<file path="config.mk">
export PLATFORM = sky130hd
export DESIGN_NAME = updown_counter_param
export DESIGN_NICKNAME = d
export VERILOG_FILES = /design/src/rtl/counter_pkg.sv /design/src/rtl/btn_debounce_edge.sv /design/src/rtl/updown_counter_param.sv
export SDC_FILE = /design/constraint.sdc
export NUM_CORES = 1
export LEC_CHECK = 0
export BUFFER_PORTS_ARGS = -buffer_cell sky130_fd_sc_hd__buf_2
export CORE_AREA = 2 2 82 92
export CTS_BUF_LIST = sky130_fd_sc_hd__clkbuf_8
export CTS_CLUSTER_DIAMETER = 200
export CTS_CLUSTER_SIZE = 30
export DETAILED_ROUTE_END_ITERATION = 7
export DIE_AREA = 0 0 84 94
export GPL_TIMING_DRIVEN = 0
export PLACE_DENSITY = 0.93
export SYNTH_ARGS = -nofsm -noshare
export SYNTH_HDL_FRONTEND = slang
export SYNTH_SLANG_ARGS = --single-unit
</file>
<file path="constraint.sdc">
create_clock -name clk -period 3.75 [get_ports clk]
set_clock_uncertainty 0.1 [all_clocks]
set_input_delay 0.375 -clock clk [delete_from_list [all_inputs] [get_ports clk]]
set_output_delay 0.375 -clock clk [all_outputs]
set_load 0.05 [all_outputs]
</file>
<file path="src/rtl/counter_pkg.sv">
// counter_pkg: state encoding and direction constants shared by the up/down counter
package counter_pkg;
  typedef enum logic [1:0] {ST_STOP, ST_RUN, ST_CLEAR} cnt_state_t;
  localparam logic DIR_UP = 1'b0;
  localparam logic DIR_DOWN = 1'b1;
endpackage

</file>
<file path="src/rtl/btn_debounce_edge.sv">
// btn_debounce_edge: synchronise, debounce and rising-edge detect one raw button; a press held through reset stays masked until released
module btn_debounce_edge #(
  parameter int DEBOUNCE_CYCLES = 100000
) (
  input  logic clk,
  input  logic rst,
  input  logic btn_in,
  output logic level,
  output logic rise_pulse
);
  localparam int DW = $clog2(DEBOUNCE_CYCLES);
  localparam logic [DW-1:0] LAST = DW'(DEBOUNCE_CYCLES - 1);
  logic [1:0] sync;
  logic [1:0] valid;
  logic [DW-1:0] stable;
  logic level_d;
  logic armed;
  always_ff @(posedge clk) begin
    if (!rst) begin
      sync <= '0;
      valid <= '0;
      stable <= '0;
      level <= 1'b0;
      level_d <= 1'b0;
      armed <= 1'b0;
      rise_pulse <= 1'b0;
    end else begin
      sync <= {sync[0], btn_in};
      valid <= {valid[0], 1'b1};
      level_d <= level;
      rise_pulse <= level & ~level_d & armed;
      armed <= armed | (valid[1] & ~sync[1] & ~level);
      stable <= (sync[1] == level || stable == LAST) ? '0 : stable + 1'b1;
      level <= (sync[1] != level && stable == LAST) ? sync[1] : level;
    end
  end
endmodule

</file>
<file path="src/rtl/updown_counter_param.sv">
// updown_counter_param: button-driven run/stop/clear up/down modulo counter with prescaler, load and terminal-count pulse
module updown_counter_param
  import counter_pkg::*;
#(
  parameter int MAX_COUNT = 10000,
  parameter int CNT_W = $clog2(MAX_COUNT),
  parameter int TICK_DIV = 1,
  parameter int DEBOUNCE_CYCLES = 100000,
  parameter bit WRAP = 1'b1
) (
  input  logic clk,
  input  logic rst,
  input  logic btn_run,
  input  logic btn_clear,
  input  logic btn_mode,
  input  logic load,
  input  logic [CNT_W-1:0] load_value,
  output logic [CNT_W-1:0] count,
  output logic dir,
  output logic running,
  output logic tc
);
  localparam logic [CNT_W-1:0] TOP = CNT_W'(MAX_COUNT - 1);
  localparam int PW = TICK_DIV > 1 ? $clog2(TICK_DIV) : 1;
  cnt_state_t state, state_n;
  logic [2:0] btn, pulse, unused_lvl;
  logic run_p, clr_p, mode_p;
  logic [PW-1:0] psc;
  logic tick, at_end;
  logic [CNT_W-1:0] count_n;
  logic tc_n;
  assign btn = {btn_mode, btn_clear, btn_run};
  for (genvar g = 0; g < 3; g++) begin : g_btn
    btn_debounce_edge #(.DEBOUNCE_CYCLES(DEBOUNCE_CYCLES)) u_btn (
      .clk(clk),
      .rst(rst),
      .btn_in(btn[g]),
      .level(unused_lvl[g]),
      .rise_pulse(pulse[g])
    );
  end
  assign run_p = pulse[0];
  assign clr_p = pulse[1];
  assign mode_p = pulse[2];
  assign tick = state == ST_RUN && psc == PW'(TICK_DIV - 1);
  assign at_end = dir == DIR_DOWN ? count == '0 : count == TOP;
  always_comb begin
    state_n = state;
    state_n = state == ST_CLEAR ? ST_STOP :
              clr_p ? ST_CLEAR :
              run_p ? (state == ST_RUN ? ST_STOP : ST_RUN) : state;
  end
  always_comb begin
    count_n = count;
    tc_n = 1'b0;
    if (state == ST_CLEAR) begin
      count_n = '0;
    end else if (load) begin
      count_n = load_value > TOP ? TOP : load_value;
    end else if (tick) begin
      tc_n = at_end;
      count_n = at_end ? (WRAP ? (dir == DIR_DOWN ? TOP : '0) : count) :
                (dir == DIR_DOWN ? count - 1'b1 : count + 1'b1);
    end
  end
  always_ff @(posedge clk) begin
    if (!rst) begin
      state <= ST_STOP;
      psc <= '0;
      count <= '0;
      dir <= DIR_UP;
      running <= 1'b0;
      tc <= 1'b0;
    end else begin
      state <= state_n;
      psc <= (state == ST_RUN && state_n == ST_RUN && !tick) ? psc + 1'b1 : '0;
      count <= count_n;
      tc <= tc_n;
      dir <= dir ^ mode_p;
      running <= state_n == ST_RUN;
    end
  end
endmodule

</file>
==> out/results.tsv, run 1 <==
metric	value	unit
rsz0062_at_grt	false	
postCtsSetupRepairBufs	0	
dieHeight	94	um
fp.dieW	84	um
core_area	0.00693	mm^2
drt_first_pass_iters	5	
yosysMostFrequentCell	dfxtp_1	
clkPwrFrac	0.405	
max_freq	0.337	GHz
grt_util_met2	0.463	
synth_edf_count	0	
hold_buffers	0	
seq_area_frac_synth	0.417	
instances_no_fill	641	
switchingPower	0.496	mW
drt_iter0_drc	288	
path_cells	ha_1, a21oi_1, o311a_1, a211oi_1, o31a_1, or3_1, a21oi_1	
vias_per_cell	6.09	
drc_errors	0	
grt_use_met3	0.0466	
routabilityCongestion	0.961	
port_buffers	36	
setup_ws	0.782	ns
synth-adder-area-share	0.0475	
final_hold_viol_count	0	
hp-class	in -> reg	
worst_slew_pin_slew	0.844	ns
end_kind	register	
grt_pass1_wl	17.0	mm
power	1.99	mW
dp_hpwl	7.09	mm
clkTransAtPathRegs	0.09	ns
cts_resized	0	
grt-busiest-layer	met2	
yosys.area_share.simple	0.285	
maxCapViolations	0	
synth_top_cell_by_area	dfxtp_1	
cts_tree	done	
syn-instance-count	504	
grtUsageTotal	0.265	
grt_pass1_vias	3837	
setup_viol	0	
yosysTopAreaCellShare	0.417	
vdd_drop_max	0.000339	V
syn_avg_cell_area	8.68	um^2
synthesis.area	0.00437	mm^2
powerDensity	405	mW/mm^2
leakage	1.91	nW
slowest_stage	dfxtp_1	
switching_share	0.250	
area_delta_synth_final	12.2	%
synth_xor_xnor_area_share	0.114	
crit_buf_inv	0	
synth.distinct_cells	52	
ios	37	
slew_headroom	0.437	
tns	0	ns
slew_viol_final	0	
wl_per_cell	15.5	um
fill_cells	507	
cts_root_buf	clkbuf_8	
syn_nets	540	
dp_slack	0.959	ns
grt_max_degree	21	
placedInstanceArea	0.00466	mm^2
critPathTopFamily	compound AO/OA/AOI/OAI gates	
p_int	1.49	mW
antenna_found_initial	0	
numCtsBuffers	9	
antenna_left	0	
drive_gt1_frac	0.115	
ys.warnings.count	0	
crit_type	reg -> reg	
rows	32	
finalCriticalPeriod	2.97	ns
grtUsageMet1	0.305	
cp-start-kind	register	
vias	3902	
htreeDepth	3	
yosys-top-cells-area	dfxtp_1 (42%), xor2_1 (6.8%), nor2_1 (6.4%)	
clock_path_buffers	2	
grt-ovfl-total	0	
cp.required	3.95	ns
power_frac_comb	0.087	
dpl.cell_count	625	
initial_core_util	0.631	
async_flop_share	0	
stdcell_area	0.00491	mm^2
die_area	0.00790	mm^2
period_share	0.792	
synth-compound-area-share	0.102	
muxShareOfSynthArea	0.00944	
p_seq_frac	0.509	
fin_nets	587	
critPathMaxStageDelay	0.88	ns
outcome	finished, final reports clean	
cp_common_cell	a21oi_1	
synth_top_family_by_area	simple AND/OR/NAND/NOR gates	
n_antenna_cell	0	
synth-seq-cells	91	
synthFlopType	dfxtp_1	
wl	9.96	mm
insertion_delay	0.36	ns
synth_common_cells	dfxtp_1 (91), nor2_1 (75), nand2_1 (38)	
cp_max_fo	20	
critPathArrivalTime	3.17	ns
clkSinkCount	91	
==> metrics by stage <==
stage,util,hold WS [ns]
final,0.708,0.120
after global routing,0.708,0.121
after CTS,0.708,0.113
after detailed placement,0.673,0.320
after global placement,0.673,0.314
after floorplan,-,0.303
==> cells by family after synthesis <==
group / count (synthesis)
compound gates: 71
xor+xnor: 57
fa+ha+maj: 16
buf+inv: 26
flops: 91
mux: 4
other cells: 1
simple gates: 238
==> layout by cell type (no fill, tap or decap), types with 11 or more instances in the layout <==
| cell | count |
|---|---|
| nand2_1 | 38 |
| dfxtp_1 | 91 |
| nand4_1 | 14 |
| o21ai_0 | 12 |
| nor2_1 | 75 |
| and3_1 | 11 |
| a21oi_1 | 24 |
| xnor2_1 | 23 |
| and2_1 | 13 |
| xor2_1 | 34 |
| inv_1 | 15 |
| nor3_1 | 13 |
| ha_1 | 15 |
| nand3_1 | 24 |
| buf_2 | 37 |
==> worst paths after layout <==
kind	slack (ns)	depth (start not counted)	endpoint	startpoint
hold / removal	0.12	2	g_btn[2].u_btn.sync[0]$_SDFF_PN0_	btn_mode
setup / recovery	0.78	7	count[11]$_SDFFE_PP0P_	dir$_SDFF_PN0_
setup reg to reg	0.78	7	count[11]$_SDFFE_PP0P_	dir$_SDFF_PN0_
hold reg to reg	0.34	1	g_btn[2].u_btn.sync[1]$_SDFF_PN0_	g_btn[2].u_btn.sync[0]$_SDFF_PN0_
==> cell type report <==
class                           count  area [um^2]  area share
Clock buffer                        9          124      0.0252
Clock inverter                      7          123      0.0250
Timing Repair Buffer               36          180      0.0367
Multi-Input combinational cell    387         2440       0.498
Inverter                           15         56.3      0.0115
Tap cell                           85          106      0.0217
Buffer                             11         50.0      0.0102
Sequential cell                    91         1820       0.371
==> power groups by stage <==
| stage | Sequential, mW | Combinational [mW] | Clock [mW] |
|---|---|---|---|
| after floorplan | 1.06 | 0.0842 | 0 |
| after global routing | 1.01 | 0.185 | 0.846 |
| after detailed placement | 1.03 | 0.168 | 0 |
| after CTS | 1.01 | 0.170 | 0.812 |
| final | 1.01 | 0.172 | 0.805 |
| after global placement | 1.03 | 0.164 | 0 |
==> layer usage <==
metal,part of all wire,vias up
met1,0.40,1818
met3,0.061,34
met4,0.034,0
li1,-,1870
met5,0,-
met2,0.50,180
==> registers in the layout (all words and copies together), names as in the netlist, 3 cells and up <==
name and flops:
g_btn.u_btn.armed 3, g_btn.u_btn.level_d 3, count 14, g_btn.u_btn.stable 51, g_btn.u_btn.rise_pulse 3, g_btn.u_btn.level 3
g_btn.u_btn.sync 6
Note: power is estimated with default switching activity, not from simulation.
==> run 2, diff against run 1 <==
- CORE_AREA: 2 2 82 92 -> 2 2 88 98
- DIE_AREA: 0 0 84 94 -> 0 0 90 100
- PLACE_DENSITY: 0.93 -> 0.87
- clock period: 3.75 -> 2.7 ns (I/O delays scaled with it)
==> out/results.tsv, run 2 (synthesis results as in run 1) <==
metric	value	unit
dp_slack	0.196	ns
initial_core_util	0.537	
vias_per_cell	5.65	
crit_buf_inv	0	
final_cell_mix	dfxtp_1 (90), nor2_1 (75), nand2_1 (38)	
drc_errors	0	
leakage	1.91	nW
slew_viol_final	0	
antenna_left	0	
crit_type	reg -> reg	
final_hold_viol_count	0	
powerDensity	541	mW/mm^2
instances_no_fill	669	
core_area	0.00815	mm^2
routabilityCongestion	0.944	
postCtsSetupRepairBufs	0	
wl_per_cell	13.8	um
antenna_found_initial	0	
insertion_delay	0.37	ns
drive_gt1_frac	0.115	
hp-class	in -> reg	
cts_root_buf	clkbuf_8	
critPathArrivalTime	2.76	ns
cts_tree	done	
n_antenna_cell	0	
setup_viol	0	
outcome	finished, final reports clean	
dpl.cell_count	651	
grtUsageTotal	0.214	
rows	35	
worst_slew_pin_slew	0.796	ns
finalCriticalPeriod	2.56	ns
drt_first_pass_iters	5	
mostFrequentLayoutCell	dfxtp_1	
fin_nets	589	
grt_pass1_vias	3640	
cp.required	2.89	ns
slowest_stage	dfxtp_2	
dieHeight	100	um
largest_reg_flops	51	
ios	37	
top_register	g_btn.u_btn.stable	
numCtsBuffers	9	
drt_iter0_drc	175	
reg2reg_setup_slack	0.14	ns
dp_hpwl	6.85	mm
critPathTopFamily	compound AO/OA/AOI/OAI gates	
clkTransAtPathRegs	0.09	ns
slew_headroom	0.464	
grt-ovfl-total	0	
path_cells	ha_1, nand2_1, o311a_1, a211oi_1, nor4_1, or3_1, a21oi_1	
port_buffers	36	
cp_max_fo	20	
hold_ws	0.0281	ns
wl	9.26	mm
area_delta_synth_final	12.9	%
fp.dieW	90	um
setup_ws	0.136	ns
vias	3780	
tns	0	ns
htreeDepth	3	
max_freq	0.390	GHz
period_share	0.950	
cp-start-kind	register	
maxCapViolations	0	
fill_cells	716	
grt_pass1_wl	16.0	mm
die_area	0.00900	mm^2
rsz0062_at_grt	false	
grt_max_degree	21	
end_kind	register	
clock_path_buffers	2	
critPathMaxStageDelay	0.47	ns
reg_top3	g_btn.u_btn.stable (51), count (14), g_btn.u_btn.sync (6)	
vdd_drop_max	0.000259	V
clkSinkCount	91	
power	2.67	mW
[run 2: changes by cell type in the layout (fill, tap and decap cells not counted)]
cell           before  now
dlygate4sd3_1       0    2
dfxtp_1            91   90
inv_6               2    1
dfxtp_2             0    1
inv_8               0    1
bufinv_16           3    2
inv_1              15   16
[run 2: repair_timing]
item                      in CTS  in global routing
hold buffers                   0                  2
hold endpoints to repair       0                  2
resized for setup              0                  0
[run 2: final cells by class]
| type | count | area [um^2] | area share |
|---|---|---|---|
| flip-flops and latches | 91 | 1820 | 0.369 |
| inverters | 15 | 56.3 | 0.0114 |
| clock inverters | 7 | 98.8 | 0.0200 |
| clock buffers | 9 | 124 | 0.0251 |
| multi-input cells | 387 | 2440 | 0.495 |
| well taps | 111 | 139 | 0.0281 |
| repair buffers | 38 | 200 | 0.0406 |
| plain buffers | 11 | 50.0 | 0.0101 |
[run 2: per-layer routing]
metal  wire length [um]  GRT usage  part of all wire
met5                  0          0                 0
met4                244      0.104             0.026
met3                513     0.0345             0.055
met2               4480      0.377              0.48
met1               4020      0.257              0.43
[run 2: path summary, 6_finish.rpt]
| check | start | endpoint | depth (start not counted) |
|---|---|---|---|
| worst max-delay path | dir$_SDFF_PN0_ | count[11]$_SDFFE_PP0P_ | 7 |
| worst min-delay path | rst | g_btn[0].u_btn.valid[0]$_DFF_P_ | 1 |
| worst min register to register | g_btn[0].u_btn.sync[0]$_SDFF_PN0_ | g_btn[0].u_btn.sync[1]$_SDFF_PN0_ | 1 |
| worst max register to register | dir$_SDFF_PN0_ | count[11]$_SDFFE_PP0P_ | 7 |
[run 2: metrics by stage]
step                 util  area, um^2
global placement    0.576        4690
floorplan               -        4370
CTS                 0.604        4920
global route        0.606        4940
detailed placement  0.576        4690
finish              0.606        4940
[run 2: power breakdown]
part	switching, mW	leakage (nW)	internal, mW
logic	0.156	1.06	0.0840
registers	0.0361	0.740	1.37
clock network	0.500	0.109	0.528
[run 2: worst reg2reg max path, stage by stage (launching register included)]
cell and delay [ns]:
dfxtp_2 0.47, ha_1 0.45, nand2_1 0.13, o311a_1 0.38, a211oi_1 0.38, nor4_1 0.09, or3_1 0.36, a21oi_1 0.15
